File: src/rtl/mat_result_serializer.sv
// -----------------------------------------------------------------------------
// mat_result_serializer
//
// Purpose:
//   Accepts one packed 3x3 product matrix (nine signed elements) and streams it
//   out one element per beat over a valid/ready interface. Each beat carries
//   the element index k = 3*row+col and a last flag on the ninth beat. A new
//   matrix can be accepted on the last beat of the current one, so
//   back-to-back matrices stream without a bubble.
//
// Configuration macro:
//   MAT_SER_TRANSPOSE_EN - when defined, elements are emitted column-major
//                          (k = 0,3,6,1,4,7,2,5,8). When undefined, elements
//                          are emitted row-major and no reordering logic exists.
//
// Ports:
//   clk        system clock, rising edge
//   rst        synchronous active-high reset
//   in_valid   in_data holds a matrix to accept
//   in_ready   block can accept a matrix this cycle
//   in_data    packed matrix, element k at in_data[ELEM_W*k +: ELEM_W]
//   out_valid  out_data/out_idx/out_last are valid
//   out_ready  downstream accepts the current beat
//   out_data   current element, bit-exact copy of the stored element
//   out_idx    k of the current element (0..8)
//   out_last   high on the ninth beat of a matrix
//   busy       a matrix is held and not yet fully sent
// -----------------------------------------------------------------------------
module mat_result_serializer #(
    parameter int ELEM_W = 16,
    parameter int DIM    = 3
) (
    input  logic                clk,
    input  logic                rst,
    input  logic                in_valid,
    output logic                in_ready,
    input  logic [9*ELEM_W-1:0] in_data,
    output logic                out_valid,
    input  logic                out_ready,
    output logic [ELEM_W-1:0]   out_data,
    output logic [3:0]          out_idx,
    output logic                out_last,
    output logic                busy
);

    // The beat counter, index mapping and packed width all assume a 3x3 matrix.
    generate
        if (DIM != 3) begin : g_dim_check
            $error("mat_result_serializer supports DIM == 3 only");
        end
    endgenerate

    typedef enum logic {
        IDLE = 1'b0,
        SEND = 1'b1
    } state_t;

    state_t              state;
    state_t              state_next;
    logic [3:0]          beat;
    logic [3:0]          beat_next;
    logic [9*ELEM_W-1:0] matrix;
    logic                load;
    logic [3:0]          cur_idx;

    // Maps the beat number to the element index k that is sent on that beat.
    function automatic logic [3:0] beat_to_idx(input logic [3:0] b);
`ifdef MAT_SER_TRANSPOSE_EN
        logic [3:0] k;
        case (b)
            4'd0:    k = 4'd0;
            4'd1:    k = 4'd3;
            4'd2:    k = 4'd6;
            4'd3:    k = 4'd1;
            4'd4:    k = 4'd4;
            4'd5:    k = 4'd7;
            4'd6:    k = 4'd2;
            4'd7:    k = 4'd5;
            4'd8:    k = 4'd8;
            default: k = 4'd0;
        endcase
        return k;
`else
        return b;
`endif
    endfunction

    // State, beat counter and matrix storage. The matrix register only loads
    // on an accept cycle, so in_data is ignored at all other times.
    always_ff @(posedge clk) begin
        if (rst) begin
            state  <= IDLE;
            beat   <= 4'd0;
            matrix <= '0;
        end else begin
            state <= state_next;
            beat  <= beat_next;
            if (load) begin
                matrix <= in_data;
            end
        end
    end

    // Next-state and output logic. Outputs are driven only from registered
    // state, so out_data has no combinational path from in_data. in_ready
    // also rises on the last handshaked beat so the next matrix follows
    // without a gap; reset overrides any accept.
    always_comb begin
        state_next = state;
        beat_next  = beat;
        load       = 1'b0;
        in_ready   = 1'b0;
        out_valid  = 1'b0;
        busy       = 1'b0;
        out_last   = 1'b0;
        cur_idx    = 4'd0;
        out_data   = '0;

        case (state)
            IDLE: begin
                in_ready = 1'b1;
                if (in_valid && !rst) begin
                    load       = 1'b1;
                    beat_next  = 4'd0;
                    state_next = SEND;
                end
            end
            SEND: begin
                out_valid = 1'b1;
                busy      = 1'b1;
                cur_idx   = beat_to_idx(beat);
                out_data  = matrix[cur_idx*ELEM_W +: ELEM_W];
                out_last  = (beat == 4'd8);
                if (out_ready) begin
                    if (beat == 4'd8) begin
                        in_ready = 1'b1;
                        if (in_valid && !rst) begin
                            load      = 1'b1;
                            beat_next = 4'd0;
                        end else begin
                            state_next = IDLE;
                        end
                    end else begin
                        beat_next = beat + 4'd1;
                    end
                end
            end
            default: begin
                state_next = IDLE;
            end
        endcase

        if (rst) begin
            in_ready = 1'b0;
        end

        out_idx = cur_idx;
    end

endmodule

File: config.mk
export PLATFORM = sky130hd
export DESIGN_NAME = mat_result_serializer
export DESIGN_NICKNAME = d
export VERILOG_FILES = /design/src/rtl/mat_result_serializer.sv
export SDC_FILE = /design/constraint.sdc
export NUM_CORES = 1
export LEC_CHECK = 0
export BUFFER_PORTS_ARGS = -buffer_cell sky130_fd_sc_hd__buf_2
export CORE_UTILIZATION = 38
export CTS_CLUSTER_DIAMETER = 150
export DETAILED_ROUTE_END_ITERATION = 10
export SLEW_MARGIN = 0
export SYNTH_ARGS = -nofsm -noshare
export SYNTH_HDL_FRONTEND = slang
export SYNTH_SLANG_ARGS = --single-unit
File: constraint.sdc
create_clock -name clk -period 2.2 [get_ports clk]
set_input_delay 0.22 -clock clk [delete_from_list [all_inputs] [get_ports clk]]
set_output_delay 0.22 -clock clk [all_outputs]
set_load 0.05 [all_outputs]
## Word level (Yosys, flattened, before mapping)

Index checks and enable logic that the tools add are counted.

- Register bits: 149
- Input bits: 148
- Output and inout port bits: 24
- Logic and storage cells: 29

- $add $sub $neg: 1
- Eq/ne operators: 2
- Shift-type cells: 1
- Multiplexer cells: 19
- Bitwise gates (word level): 1
- Reduce and logical (&&, ||, !) cells: 2

Operators with widths:

| operator | number |
|---|---|
| $shiftx A144 B9 Y16 | 1 |
| $mux W16 | 1 |
| $mux W4 | 4 |
| $mux W1 | 10 |
| $pmux W4 S2 | 1 |
| $pmux W1 S2 | 3 |
| $add A4 B1 Y4 const B | 1 |
| $eq A4 B4 Y1 const B | 1 |
| $ne A2 B2 Y1 const B | 1 |
| $logic_and A1 B1 Y1 | 1 |
| $logic_not A1 Y1 | 1 |
| $not A1 Y1 | 1 |

## Longest topological paths before layout

Gate-level depths: netlist of run 1.

- Word-level depth: 6
- Gate-level depth with buffers: 12
- Depth with buffers taken out: 6

## Worst setup path after synthesis of run 1

Ideal clock, no wire load.

- Path type: register to output
- Start: register state
- End: output port out_last
- Data arrival time: 2,359 ps
- Required time: 1,980 ps
- Path slack: -379 ps
- Stages on the path, launching flop included: 5
- Buffers on the path: 2
- Cells stage by stage: dfxtp_1 > clkbuf_1 > inv_1 > clkbuf_1 > nor3_1

- Word-level cells in the longest chain between the ends: 1

RTL lines:

| element | RTL line | RTL |
|---|---|---|
| start, declared | 58 | `state_t state;` |
| start signal, assigned | 96 | `state <= state_next;` |
| $mux W1 | 119 | `case (state)` |
| end, declared | 42 | `output logic out_last,` |

Every way passes these cells.

## Final worst setup path of run 1

- Start: register beat[0]
- End: output port out_data[9]

- Word-level cells in the longest chain between the ends: 2

RTL lines:

| element | RTL line | RTL |
|---|---|---|
| start, declared | 60 | `logic [3:0] beat;` |
| start signal, assigned | 97 | `beat <= beat_next;` |
| $shiftx A144 B9 Y16 | 132 | `out_data = matrix[cur_idx*ELEM_W +: ELEM_W];` |
| $mux W16 | 119 |  |
| end, declared | 40 | `output logic [ELEM_W-1:0] out_data,` |

Every way passes these cells.

==> results of run 1 <==
## cell families (layout without fill, tap and decap cells)
logic type               count (synthesis)  count (layout)
XOR/XNOR                                 1               1
buffers and inverters                   73             240
flip-flops                             149             149
AO/OA/AOI/OAI                          200             200
multiplexers                            48              48
AND/OR/NAND/NOR                        329             329
adder cells (fa/ha/maj)                  2               2
## through the flow
stage | std cells | area, um2 | worst slack (ns) | utilization | power (mW)
after floorplan | 802 | 6580 | -0.272 | - | 3.48
after global placement | 1155 | 7700 | 0.0772 | 0.459 | 3.80
after detailed placement | 1155 | 7700 | 0.0275 | 0.459 | 3.80
after CTS | 1188 | 8490 | -0.108 | 0.507 | 6.57
after global routing | 1189 | 8620 | -0.161 | 0.514 | 6.79
final | 1189 | 8620 | -0.0667 | 0.514 | 6.53
## cell usage after synthesis
library cell	number	area share
nand2_1	307	0.18
dfxtp_1	149	0.45
a21oi_1	144	0.11
mux2i_1	32	0.049
clkbuf_1	26	0.015
buf_2	21	0.016
a21oi_2	20	0.027
o21ai_1	17	0.013
a221oi_1	16	0.021
mux4_2	16	0.055
buf_4	11	0.013
nor2_1	6	0.0034
buf_6	4	0.0068
and2_1	3	0.0029
clkbuf_4	3	0.0034
nand3_1	3	0.0023
buf_12	2	0.0061
ha_1	2	0.0038
inv_1	2	0.0011
nor3_1	2	0.0015
nor3b_1	2	0.0023
a21bo_1	1	0.0015
a21boi_1	1	0.0011
a31oi_1	1	0.00095
and3b_1	1	0.0013
buf_1	1	0.00057
buf_8	1	0.0023
clkbuf_2	1	0.00076
inv_2	1	0.00057
nand4_1	1	0.00095
nand4b_4	1	0.0036
nor2b_1	1	0.00095
nor4b_4	1	0.0036
or3_1	1	0.00095
xor2_1	1	0.0013
## timing repair
item                       4_1_cts  5_1_grt
gates cloned                     0        0
resized for setup               56       26
pin swaps                       10        8
setup buffers                    2        1
setup endpoints to repair       18       18
## final cells by class
| class | instances | area, um2 | area share |
|---|---|---|---|
| clock buffers | 23 | 488 | 0.0566 |
| clock inverters | 8 | 73.8 | 0.00857 |
| inverters | 3 | 11.3 | 0.00131 |
| multi-input cells | 580 | 3400 | 0.395 |
| flip-flops and latches | 149 | 2990 | 0.347 |
| well taps | 220 | 275 | 0.0319 |
| repair buffers | 206 | 1380 | 0.160 |
## critical path, cell delays in order (launching register included)
cell      delay, ns
dfxtp_4        0.42
buf_12         0.18
mux2i_1        0.43
a221oi_2       0.14
o21ai_1        0.13
a21oi_1        0.09
buf_4          0.23
## placed cells by master (no fill, tap or decap), drive strengths merged, types with 2 or more instances in the layout
master / netlist / routed
nor3: 2 / 2
clkinvlp: 0 / 3
ha: 2 / 2
nor3b: 2 / 2
mux2i: 32 / 32
nand3: 3 / 3
clkbuf: 30 / 23
mux4: 16 / 16
o21ai: 17 / 17
nor2: 6 / 6
clkinv: 0 / 3
buf: 40 / 206
dfxtp: 149 / 149
and2: 3 / 3
a21oi: 164 / 164
a221oi: 16 / 16
nand2: 307 / 307
inv: 3 / 4
## routing by layer
| metal | up-vias | global-route usage |
|---|---|---|
| li1 | 3006 | - |
| met1 | 2705 | 0.297 |
| met2 | 186 | 0.336 |
| met3 | 22 | 0.0533 |
| met4 | 0 | 0.0720 |
| met5 | - | 0 |
## worst max-delay path by stage
stage             from           end  cells after the start
3_5_place_dp   beat[1]   out_data[9]                      5
5_1_grt        beat[0]   out_data[9]                      5
6_report       beat[0]   out_data[9]                      6
4_1_cts        beat[0]  out_data[13]                      6
2_1_floorplan    state  out_data[10]                      5
3_3_place_gp   beat[1]   out_data[9]                      5
## state kept, by name, indices dropped and copies added, names as in the netlist
signal / flops
beat: 4
matrix: 144
state: 1
## where the power goes
part           switching (mW)  total, mW  internal [mW]
logic                   0.493      0.859          0.366
registers              0.0828       2.93           2.85
clock network            1.07       2.73           1.66
total                    1.65       6.53           4.88
==> impl_metrics.yaml, run 1 <==
final_layout:
  area.growth.synth_to_final_pct: 31.0
  drive_above_1_share: 0.329
  nFillCells: 1647
  antenna_cells: 0
  finalNetCount: 1107
global_routing:
  grt_max_degree: 48
  grt_antenna_before_repair: 0
  globalRouteOverflowTotal: 0
  grt_pass1_wl_um: 29600
  grt_pass1_vias: 5635
  grtUsageTotal: 0.218
timing:
  fin_setup_tns_ns: -0.378
  final-hold-violation-count: 0
  setup_violations: 14
  setup_slack_ns: -0.0667
  clock-skew-final_ns: 0.00673
  grt_setup_unrepaired: "true"
  slew_headroom: 0.450
  whs_ns: 0.0439
  timing.final.max_slew_violations: 0
  max_freq_mhz: 441
  period_share: 1.03
  period_minus_slack_ns: 2.27
  worst_pin_slew_ns: 0.823
route:
  avgViaCountPerCell: 4.98
  wl_met1_um: 8870
  wl_per_cell_um: 16.0
  wl_met3_um: 997
  first_iter_violations: 375
  wl_met2_um: 8730
  vias: 5919
  drc: 0
  postRouteAntennaNets: 0
  drtPass1Iterations: 4
  top_layer_used: "met4"
  wl_um: 19000
floorplanning:
  chipWidth_um: 134
  num_rows: 47
  die_height_um: 134
  ios: 172
  die_area_um2: 17800
  start_util: 0.393
  fp.coreArea_um2: 16800
clock_network:
  holdBufCountCts: 0
  cts_tree: "yes"
  htreeDepth: 4
  cts_max_path_buffers: 2
  cts.clk_slew.worst_paths_ns: 0.06
  cts_made_buffers: 17
  clock_latency_ns: 0.41
  root_buffer: "clkbuf_16"
  cts_sinks: 149
logic_synthesis:
  synth_cells: 802
  synth_compound_area_frac: 0.174
  muxShareOfSynthArea: 0.103
  syn_area_um2: 6580
  synth_top_family_by_area: "simple AND/OR/NAND/NOR gates"
  synth_cell_types: 35
  synth_area_per_cell_um2: 8.20
  synthAdderAreaFrac: 0.00380
  synth_xor_area_frac: 0.00133
  ys_ff_latch: 149
  syn_nets: 952
  synth_warnings: 0
  synthSimpleGateAreaFrac: 0.199
  synth_seq_area_share: 0.453
placed_design:
  gp_congestion: 0.808
  hpwl_um: 13900
  numPortBuffers: 171
worst_setup_path:
  worstSetupPathType: "reg -> out"
  end_kind: "output port"
  r2r-start: "beat[0]"
  crit_arrival_ns: 2.05
  rrSetupSlack_ns: 0.22
  cp.required_ns: 1.98
  path_max_fanout: 15
  rr_worst_depth: 9
  r2r_end: "matrix[4]"
  critPathLaunchType: "flip-flop"
min_path:
  hp-class: "in -> reg"
  hold_start: "in_data[120]"
  holdPathStages: 3
  worstHoldEndpoint: "matrix[120]"
status:
  violations: "negative setup slack"
  status: "complete, but fails checks"
flow_run:
  drv_cap: 0
power:
  ir_drop_uv: 577
  power_leakage_nw: 3.36
  cellPowerDensity_nw_per_um2: 757
No activity file was read; power rests on OpenSTA's default activity.
==> inputs of run 2 (changes only) <==
- CORE_MARGIN: not set -> 5
- SETUP_SLACK_MARGIN: not set -> 0.1
==> impl_metrics.yaml, run 2 (same netlist as run 1, synthesis figures left out) <==
status:
  status: "complete, but fails checks"
  violations: "negative setup slack"
clock_network:
  cts_made_buffers: 17
  cts_tree: "yes"
  holdBufCountCts: 0
  cts_sinks: 149
  htreeDepth: 4
  root_buffer: "clkbuf_16"
  clock_latency_ns: 0.42
  cts_max_path_buffers: 2
  cts.clk_slew.worst_paths_ns: 0.06
min_path:
  hp-class: "in -> reg"
placed_design:
  gp_congestion: 0.868
  dpl_cell_area_um2: 7730
  hpwl_um: 14000
  numPortBuffers: 171
timing:
  timing.final.max_slew_violations: 0
  clock-skew-final_ns: 0.00565
  worst_pin_slew_ns: 0.654
  period_share: 1.05
  setup_violations: 16
  final-hold-violation-count: 0
  grt_setup_unrepaired: "true"
  slew_headroom: 0.564
  period_minus_slack_ns: 2.30
  setup_slack_ns: -0.103
  max_freq_mhz: 434
global_routing:
  grt_pass1_wl_um: 30200
  grtUsageTotal: 0.193
  grt_pass1_vias: 5684
  grt_antenna_before_repair: 0
  globalRouteOverflowTotal: 0
  grt_max_degree: 74
route:
  wl_per_cell_um: 17.0
  first_iter_violations: 474
  avgViaCountPerCell: 5.05
  drc: 0
  drtPass1Iterations: 4
  vias: 6073
  postRouteAntennaNets: 0
  wl_um: 20400
worst_setup_path:
  path_max_fanout: 5
  path_buf_inv: 3
  cp.required_ns: 1.98
  critPathTopFamily: "multiplexers"
  max_stage_delay_ns: 0.57
  worstSetupPathType: "reg -> out"
  crit_path_cell_trace: "buf_12 -> clkbuf_16 -> mux4_2 -> o21ai_2 -> a21oi_4 -> buf_6"
  crit_arrival_ns: 2.08
  critPathLaunchType: "flip-flop"
  slowest_stage: "mux4_2"
  end_kind: "output port"
final_layout:
  final_common_cell: "nand2_1"
  drive_above_1_share: 0.365
  antenna_cells: 0
  layout_common_cells: "301 x nand2_1, 152 x buf_2, 144 x dfxtp_1"
  top_register: "matrix"
  reg_top3: "matrix (144), beat (4), state (1)"
  largest_reg_flops: 144
  finalNetCount: 1114
  design_area_um2: 9210
  area.growth.synth_to_final_pct: 40.0
  nFillCells: 1604
power:
  cellPowerDensity_nw_per_um2: 750
  p_int_mw: 5.19
  power_leakage_nw: 3.57
  power.total_mw: 6.91
  p_sw_mw: 1.71
  pwr-share-seq: 0.426
  switching_share: 0.248
  p_clk_frac: 0.440
  p_comb_frac: 0.134
  ir_drop_uv: 538
floorplanning:
  num_rows: 48
  fp.coreArea_um2: 17100
  die_height_um: 142
  chipWidth_um: 142
  ios: 172
  die_area_um2: 20000
  start_util: 0.384
flow_run:
  drv_cap: 0
-- run 2: repair_timing --
action                                  4_1_cts  5_1_grt
gates resized for setup                      81       48
pin swaps                                    11        7
endpoints found under the setup margin       18       61
setup buffers                                 5        9
gates cloned                                  1        6
-- run 2: worst register-to-register path: stages, from the launching register on --
cell,delay (ns)
dfxtp_4,0.36
buf_6,0.13
buf_4,0.14
inv_4,0.08
ha_4,0.16
nand4b_4,0.15
a21boi_4,0.22
buf_4,0.15
buf_12,0.19
nand2_1,0.13
a21oi_1,0.16
-- run 2: final cells by class --
class,instances,area (um2),area share
clock buffers,22,464,0.0504
clock inverters,10,153,0.0166
inverters,3,13.8,0.00149
multi-input cells,580,3720,0.404
flip-flops and latches,149,2990,0.325
well taps,225,282,0.0306
repair buffers,213,1590,0.172
-- run 2: final timing paths --
path	start	endpoint	slack [ns]	depth (start not counted)
setup / recovery	beat[0]	out_data[8]	-0.10	6
hold / removal	in_data[110]	matrix[110]	0.03	3
setup reg to reg	beat[0]	matrix[37]	0.27	10
hold reg to reg	matrix[0]	matrix[0]	0.45	2
-- run 2: through the flow --
step,TNS (ns),hold WS (ns),util,instances,setup WS (ns)
final,-0.817,0.0324,0.538,1202,-0.103
after floorplan,0,0.337,-,802,0.111
after CTS,-1.10,0.0154,0.512,1188,-0.112
after global placement,0,0.441,0.452,1150,0.0676
after detailed placement,0,0.446,0.452,1150,0.0521
after global routing,-1.79,0.0243,0.538,1202,-0.145
-- run 2: layer usage --
| layer | track usage | vias up | wire, um |
|---|---|---|---|
| met5 | 0 | - | 0 |
| met4 | 0.0611 | 0 | 288 |
| met1 | 0.273 | 2838 | 9150 |
| met2 | 0.296 | 188 | 9640 |
| li1 | - | 3027 | - |
| met3 | 0.0425 | 20 | 1370 |
-- run 2: power groups by stage --
stage,Sequential [mW],Combinational (mW),Clock (mW)
finish,2.94,0.928,3.04
global route,2.96,1.01,3.20
floorplan,2.97,0.539,0
CTS,2.94,0.866,3.08
detailed placement,3.00,0.808,0
global placement,2.99,0.800,0
